<file path="config.mk">
export PLATFORM = sky130hd
export DESIGN_NAME = ifid_queue
export DESIGN_NICKNAME = d
export VERILOG_FILES = /design/src/rtl/ifid_queue.sv
export SDC_FILE = /design/constraint.sdc
export NUM_CORES = 1
export LEC_CHECK = 0
export BUFFER_PORTS_ARGS = -buffer_cell sky130_fd_sc_hd__buf_2
export CAP_MARGIN = 10
export CORE_UTILIZATION = 30
export DETAILED_ROUTE_END_ITERATION = 16
export HOLD_SLACK_MARGIN = 0.06
export PLACE_DENSITY = 0.53
export SLEW_MARGIN = 10
export SYNTH_ARGS = -nofsm -noshare
export SYNTH_HDL_FRONTEND = slang
export SYNTH_SLANG_ARGS = --single-unit
export TNS_END_PERCENT = 30
</file>
<file path="constraint.sdc">
create_clock -name clk -period 2.7 [get_ports clk]
set_clock_uncertainty 0.1 [all_clocks]
set_input_delay 0.27 -clock clk [delete_from_list [all_inputs] [get_ports clk]]
set_output_delay 0.27 -clock clk [all_outputs]
set_load 0.02 [all_outputs]
</file>
<file path="src/rtl/ifid_queue.sv">
// IF/ID decoupling queue: a circular FIFO of fetched {instr, pc} slots feeding one decode register.
// Supports bypass when the FIFO is empty, flush, decode stall and a sticky halt that blocks fetch.
module ifid_queue #(
    parameter int unsigned        DATA_W = 16,
    parameter int unsigned        DEPTH  = 4,
    parameter logic [DATA_W-1:0]  NOP    = DATA_W'(16'b0000100000000000),
    parameter logic [DATA_W-1:0]  HALT   = DATA_W'(16'b0)
) (
    input  logic                     clk,
    input  logic                     rst,
    input  logic                     fetch_valid,
    input  logic [DATA_W-1:0]        fetch_instr,
    input  logic [DATA_W-1:0]        fetch_pc,
    input  logic                     fetch_halt,
    input  logic                     flush,
    input  logic                     dec_stall,
    output logic                     fetch_ready,
    output logic [DATA_W-1:0]        IFID_instr,
    output logic [DATA_W-1:0]        IFID_PC,
    output logic                     IFID_valid,
    output logic [$clog2(DEPTH):0]   count
);

    localparam int unsigned PTR_W = $clog2(DEPTH);
    localparam int unsigned CNT_W = PTR_W + 1;

    typedef struct packed {
        logic [DATA_W-1:0] instr;
        logic [DATA_W-1:0] pc;
    } slot_t;

    slot_t              mem_q [DEPTH];
    logic [PTR_W-1:0]   wr_ptr_q, wr_ptr_d;
    logic [PTR_W-1:0]   rd_ptr_q, rd_ptr_d;
    logic [CNT_W-1:0]   count_q, count_d;
    logic               halted_q, halted_d;
    logic [DATA_W-1:0]  ifid_instr_q, ifid_instr_d;
    logic [DATA_W-1:0]  ifid_pc_q, ifid_pc_d;
    logic               ifid_valid_q, ifid_valid_d;

    logic               accept;
    logic               push;
    logic               pop;
    logic               fifo_empty;
    slot_t              fetch_slot;
    slot_t              head_slot;

    assign fetch_ready = (count_q < CNT_W'(DEPTH)) && !halted_q;
    assign fifo_empty  = (count_q == '0);
    assign head_slot   = mem_q[rd_ptr_q];

    // Queue and decode-register next state; flush overrides stall and fetch.
    always_comb begin
        wr_ptr_d     = wr_ptr_q;
        rd_ptr_d     = rd_ptr_q;
        count_d      = count_q;
        halted_d     = halted_q;
        ifid_instr_d = ifid_instr_q;
        ifid_pc_d    = ifid_pc_q;
        ifid_valid_d = ifid_valid_q;
        push         = 1'b0;
        pop          = 1'b0;

        accept           = fetch_valid && fetch_ready && !flush;
        fetch_slot.instr = fetch_halt ? HALT : fetch_instr;
        fetch_slot.pc    = fetch_pc;

        if (flush) begin
            wr_ptr_d     = '0;
            rd_ptr_d     = '0;
            count_d      = '0;
            halted_d     = 1'b0;
            ifid_instr_d = NOP;
            ifid_valid_d = 1'b0;
        end else begin
            if (accept && fetch_halt) begin
                halted_d = 1'b1;
            end
            if (dec_stall) begin
                push = accept;
            end else if (!fifo_empty) begin
                pop          = 1'b1;
                push         = accept;
                ifid_instr_d = head_slot.instr;
                ifid_pc_d    = head_slot.pc;
                ifid_valid_d = 1'b1;
            end else if (accept) begin
                ifid_instr_d = fetch_slot.instr;
                ifid_pc_d    = fetch_slot.pc;
                ifid_valid_d = 1'b1;
            end else begin
                ifid_instr_d = NOP;
                ifid_valid_d = 1'b0;
            end

            if (push) begin
                wr_ptr_d = wr_ptr_q + PTR_W'(1);
            end
            if (pop) begin
                rd_ptr_d = rd_ptr_q + PTR_W'(1);
            end
            count_d = count_q + CNT_W'(push) - CNT_W'(pop);
        end
    end

    always_ff @(posedge clk or posedge rst) begin
        if (rst) begin
            wr_ptr_q     <= '0;
            rd_ptr_q     <= '0;
            count_q      <= '0;
            halted_q     <= 1'b0;
            ifid_instr_q <= NOP;
            ifid_pc_q    <= '0;
            ifid_valid_q <= 1'b0;
        end else begin
            wr_ptr_q     <= wr_ptr_d;
            rd_ptr_q     <= rd_ptr_d;
            count_q      <= count_d;
            halted_q     <= halted_d;
            ifid_instr_q <= ifid_instr_d;
            ifid_pc_q    <= ifid_pc_d;
            ifid_valid_q <= ifid_valid_d;
        end
    end

    // Storage array carries no reset; occupancy is tracked by the pointers and count.
    always_ff @(posedge clk) begin
        if (push) begin
            mem_q[wr_ptr_q] <= fetch_slot;
        end
    end

    assign IFID_instr = ifid_instr_q;
    assign IFID_PC    = ifid_pc_q;
    assign IFID_valid = ifid_valid_q;
    assign count      = count_q;

endmodule

</file>
* Yosys cells after proc, flatten, opt, wreduce, memory -nomap -nowiden
Memory sizes are Yosys's and may differ from the RTL's.
Index checks and enable logic that the tools add are counted.
** Operators by class
- Bitwise operators :: 2
- Reductions and logical operators :: 11
- Order comparisons :: 1
- Add/subtract/negate cells :: 4
- Equality and inequality tests :: 2
- Mux-type cells :: 27
** Operators by type and width (number)
- $mux 16 :: 7
- $mux 1 :: 15
- $mux 2 :: 4
- $reduce_bool 2->1 :: 3
- $add 2x1->2 const B :: 2
- $logic_and 1x1->1 :: 4
- $ne 2x2->1 const B :: 2
- $add 3x1->3 :: 1
- $logic_not 3->1 :: 1
- $lt 3x3->1 const B :: 1
- $mux 3 :: 1
- $reduce_and 3->1 :: 1
- $sub 3x1->3 :: 1
- $logic_not 1->1 :: 2
- $not 1->1 :: 2
** Storage, ports and cells
- RAM bits :: 128
- Bits of input ports :: 38
- Register bits :: 41
- Output and inout port bits :: 37
- Memories kept :: 1
** Memories
- mem_q :: depth 4, bits a word 32, read ports 1, clocked after memory_dff 0, wr ports 1, line 32 : slot_t mem_q [DEPTH];

* Depth between registers and ports, before layout
- Depth in word-level cells :: 10
- Depth in mapped cells :: 10

* Least setup slack after synthesis
OpenSTA, ideal clock, no wires.
- Kind :: register -> register
- Start point :: reg count_q[2], in the netlist count[2]
- End point :: mem mem_q[0][0] (netlist bit), enable pin
- Path slack :: 305 ps
- Arrival :: 1903 ps
- Setup time :: 392 ps
- Cell stages (with the launch flop) :: 4
- Clock period less this slack :: 2395 ps
- Cell sequence :: dfrtp_1 > nor4b_2 > o21a_4 > and2_1
** On the way
- Longest elaborated chain between the ends :: 10
- Elaborated cells between the ends (all ways) :: 11
** Ends and longest elaborated chain
- start: declaration :: line 35 : logic [CNT_W-1:0] count_q, count_d;
- start signal: assignment :: line 118 : count_q <= count_d;
- $lt 3x3->1 :: line 48 : assign fetch_ready = (count_q < CNT_W'(DEPTH)) && !halted_q;
- $logic_and 1x1->1 :: line 48
- $logic_and 1x1->1 (2 in a row) :: line 64 : accept = fetch_valid && fetch_ready && !flush;
- $mux 1 :: line 81 : end else if (!fifo_empty) begin
- $mux 1 * :: line 79 : if (dec_stall) begin
- $mux 1 * (2 in a row) :: line 68 : if (flush) begin
- $mux 1 * :: line 128 : if (push) begin
- $mux 1 (implied by the code) * :: line 129 : mem_q[wr_ptr_q] <= fetch_slot;
- end: declaration :: line 32
Mark *: on every way between the ends. The rest lies on a longest branch, timed or not. The select of a mux whose other input is x is not followed.

* Worst setup path in the final report
- Start point :: reg count_q[2], in the netlist count[2]
- End point :: reg count_q[2], in the netlist count[2]
** On the way
- Longest elaborated chain between the ends :: 10
- Elaborated cells between the ends (all ways) :: 14
** Ends and longest elaborated chain
- $lt 3x3->1 :: line 48
- $logic_and 1x1->1 :: line 48
- $logic_and 1x1->1 (2 in a row) :: line 64
- $mux 1 :: line 81
- $mux 1 :: line 79
- $mux 1 :: line 68
- $add 3x1->3 :: line 102 : count_d = count_q + CNT_W'(push) - CNT_W'(pop);
- $sub 3x1->3 * :: line 102
- $mux 3 * :: line 68
- via count_d[2] :: line 35
The timed path passes the listed nets; every way through them passes the cells marked *. The select of a mux whose other input is x is not followed.
A chain may end at the register's enable or synchronous reset.

==> qor.yml <==
timing:
  hold_viol: 0
  fin_setup_tns_ps: 0
  tightest_slew_ps: 792
  relSlewSlack_pct: 47.2
  min_period_over_period_pct: 85.4
  period_needed_ps: 2310
  slew_violations: 0
  rsz0062_at_grt: "false"
  setup_viol: 0
  max_freq_mhz: 434
detailed_routing:
  avgRoutedWirePerCell_um: 19.8
  vias: 4278
  ant_nets: 0
  viasPerCell: 4.93
  drtIter0Drc: 273
  drt_pass1_iterations: 6
  drc: 0
  routed_wl_um: 17200
outcome:
  status: "finished, final reports clean"
floorplanning:
  std_cell_rows: 55
  num_io_pins: 75
  core_um2: 22800
  dieArea_um2: 24000
  start_util_pct: 30.8
  die_h_um: 155
  die_width_um: 155
yosys:
  ys_top_cells_by_area: "edfxtp_1 55%, dfrtp_1 14%, mux4_2 10%"
  synth-simple-area-share_pct: 11.8
  yosysTopAreaCell: "edfxtp_1"
  synth_top_family_by_area: "simple AND/OR/NAND/NOR gates"
  synth_area_per_cell_um2: 15.7
  ys.flop_type: "edfxtp_1"
  synthMuxAreaShare_pct: 10.6
  synthAdderAreaFrac_pct: 1.18
  yosysSeqAreaShare_pct: 69.4
  yosysWarnings: 0
  netlist_instances: 447
  ys_ff_latch: 169
  post_synth_xor_area_fraction_pct: 0.125
  synth_common_cells: "128 x edfxtp_1, 62 x nand3_1, 40 x dfrtp_1, 32 x mux4_2, 31 x nand4_1"
  synth_most_common_cell: "edfxtp_1"
  synth_compound_area_share_pct: 3.99
  synth_cell_types: 36
  synth-edff-count: 128
  syn_nets: 491
  ys_async_sr_fraction_pct: 24.3
  synth_top_area_share_pct: 54.7
  synth_area_um2: 7020
clock_network:
  path_clk_slew_ps: 60
  cts_setup_buffers: 0
  h-tree-depth: 4
  cts_buffer_depth: 2
  root_buffer: "clkbuf_16"
  ctsResizeCount: 0
  cts_inserted_buffers: 17
  insertion_delay_ps: 420
  cts.sinks: 169
  cts_tree: "built"
setup_path:
  crit_arrival_ps: 2530
  end_kind: "register"
  worstPathMaxFanout: 7
  cp-start-kind: "register"
  worstSetupPathType: "reg -> reg"
  crit_end: "count[2]"
  reg2reg_depth: 8
  r2r-end: "count[2]"
  required_ps: 2920
  startpoint: "count[2]"
  r2r_setup_slack_ps: 390
  timing.rr.start: "count[2]"
global_routing:
  grt_max_degree: 53
  grt_usage_pct: 15.1
  grt_pass1_vias: 4513
  grt_first_pass_wirelength_um: 26600
  overflow: 0
  antenna_found_initial: 1
finish:
  num_antenna_cells: 0
  layout.cells.non_filler: 867
  areaGrowthSynthToFinish_pct: 22.3
  nets: 585
  drive_gt1_share_pct: 30.7
  fill_cells: 2152
power_and_ir_drop:
  p_leak_nw: 3.09
  switching_power_mw: 2.62
  clkPwrFrac_pct: 31.3
  power_frac_comb_pct: 26.9
  sw_frac_of_total_pct: 32.3
  power_density_nw_per_um2: 947
  pwr-share-seq_pct: 41.9
  ir_drop_uv: 782
  p_int_mw: 5.51
place:
  gp_congestion: 0.720
  post-dp-hpwl_um: 10300
  numPortBuffers: 74
  placedCellCount: 818
worst_hold_path:
  holdPathStages: 3
  min_path_type: "in -> reg"
flow_run:
  drv_cap: 0
-- critical path: stages, from the launching register on --
cell     delay, ps
dfrtp_1        480
nor4b_2        410
a21o_1         180
ha_1           130
inv_1           50
fa_1           380
xor2_1         160
and2_1         160
nor3_1         150
-- logic make-up (layout without fill, tap and decap cells) --
family	count (synthesis)	after routing
flip-flops	169	169
AND/OR/NAND/NOR	152	152
buffers and inverters	45	152
AO/OA/AOI/OAI	40	40
multiplexers	34	34
adder cells (fa/ha/maj)	6	6
XOR/XNOR	1	1
-- flip-flops by register name (all words and copies together) (netlist names) --
signal and flops:
count 3, halted_q 1, IFID_PC 16, mem_q 128
IFID_valid 1, IFID_instr 16, rd_ptr_q 2, wr_ptr_q 2
-- metal layers --
metal,routed length [um],part of all wire [%],track usage [%],vias to the layer above
li1,-,-,-,1941
met1,7900,46,20.5,2189
met2,8180,48,24.0,136
met3,959,5.6,3.73,12
met4,163,0.95,3.96,0
met5,0,0,0,-
-- how the worst min path moves through the flow --
stage | start | endpoint | slack (ps)
after floorplan | fetch_pc[0] | mem_q[0][0] | 270
after global placement | rst | IFID_instr[7] | 260
after detailed placement | rst | IFID_instr[7] | 270
after CTS | fetch_valid | halted_q | 60
after global routing | fetch_valid | halted_q | 90
final | fetch_valid | halted_q | 90
-- layout by cell type, fill, tap and decap left out, types with 3 or more instances in the layout --
master	synthesis	layout
nor3_1	5	5
clkbuf_16	0	17
inv_1	7	6
and2_2	0	4
bufinv_16	0	4
ha_1	5	5
clkbuf_1	25	3
buf_4	2	21
dfrtp_1	40	39
nand4_1	31	31
nand2_1	15	15
clkinv_2	0	4
dlygate4sd3_1	0	17
nand3_1	62	62
nor2_1	6	5
edfxtp_1	128	128
mux4_2	32	32
a31oi_1	17	17
buf_2	9	74
nor2b_1	20	19
o21a_1	16	16
-- per-stage QoR --
| step | cell area, um^2 | worst slack, ps | utilization [%] | hold slack [ps] | power, mW |
|---|---|---|---|---|---|
| 4_1_cts | 8590 | 359 | 37.7 | 62.4 | 8.22 |
| 3_5_place_dp | 7800 | 367 | 34.3 | 269 | 5.65 |
| 3_3_place_gp | 7800 | 531 | 34.3 | 260 | 5.58 |
| 5_1_grt | 8590 | 183 | 37.7 | 93.8 | 8.54 |
| 2_1_floorplan | 7020 | 305 | - | 269 | 4.88 |
| 6_report | 8590 | 395 | 37.7 | 87.5 | 8.13 |
-- layout make-up --
class / count / area, um^2 / area share (%)
multi-input combinational: 233 / 1970 / 22.9
sequential: 169 / 4870 / 56.7
timing repair buffer: 113 / 718 / 8.36
clock buffer: 20 / 437 / 5.09
clock inverter: 12 / 174 / 2.03
inverter: 7 / 26.3 / 0.306
tap: 313 / 392 / 4.56
-- repair_timing --
action	in CTS	in global routing
hold endpoints to repair	98	0
endpoints found under the setup margin	0	0
hold buffers	17	0
-- power by group through the flow --
stage | clock, mW | combinational [mW] | sequential, mW
after floorplan | 0 | 1.29 | 3.59
after global placement | 0 | 2.14 | 3.44
after detailed placement | 0 | 2.19 | 3.47
after CTS | 2.59 | 2.21 | 3.41
after global routing | 2.71 | 2.38 | 3.46
final | 2.54 | 2.18 | 3.41
No activity file was read; power rests on OpenSTA's default activity.
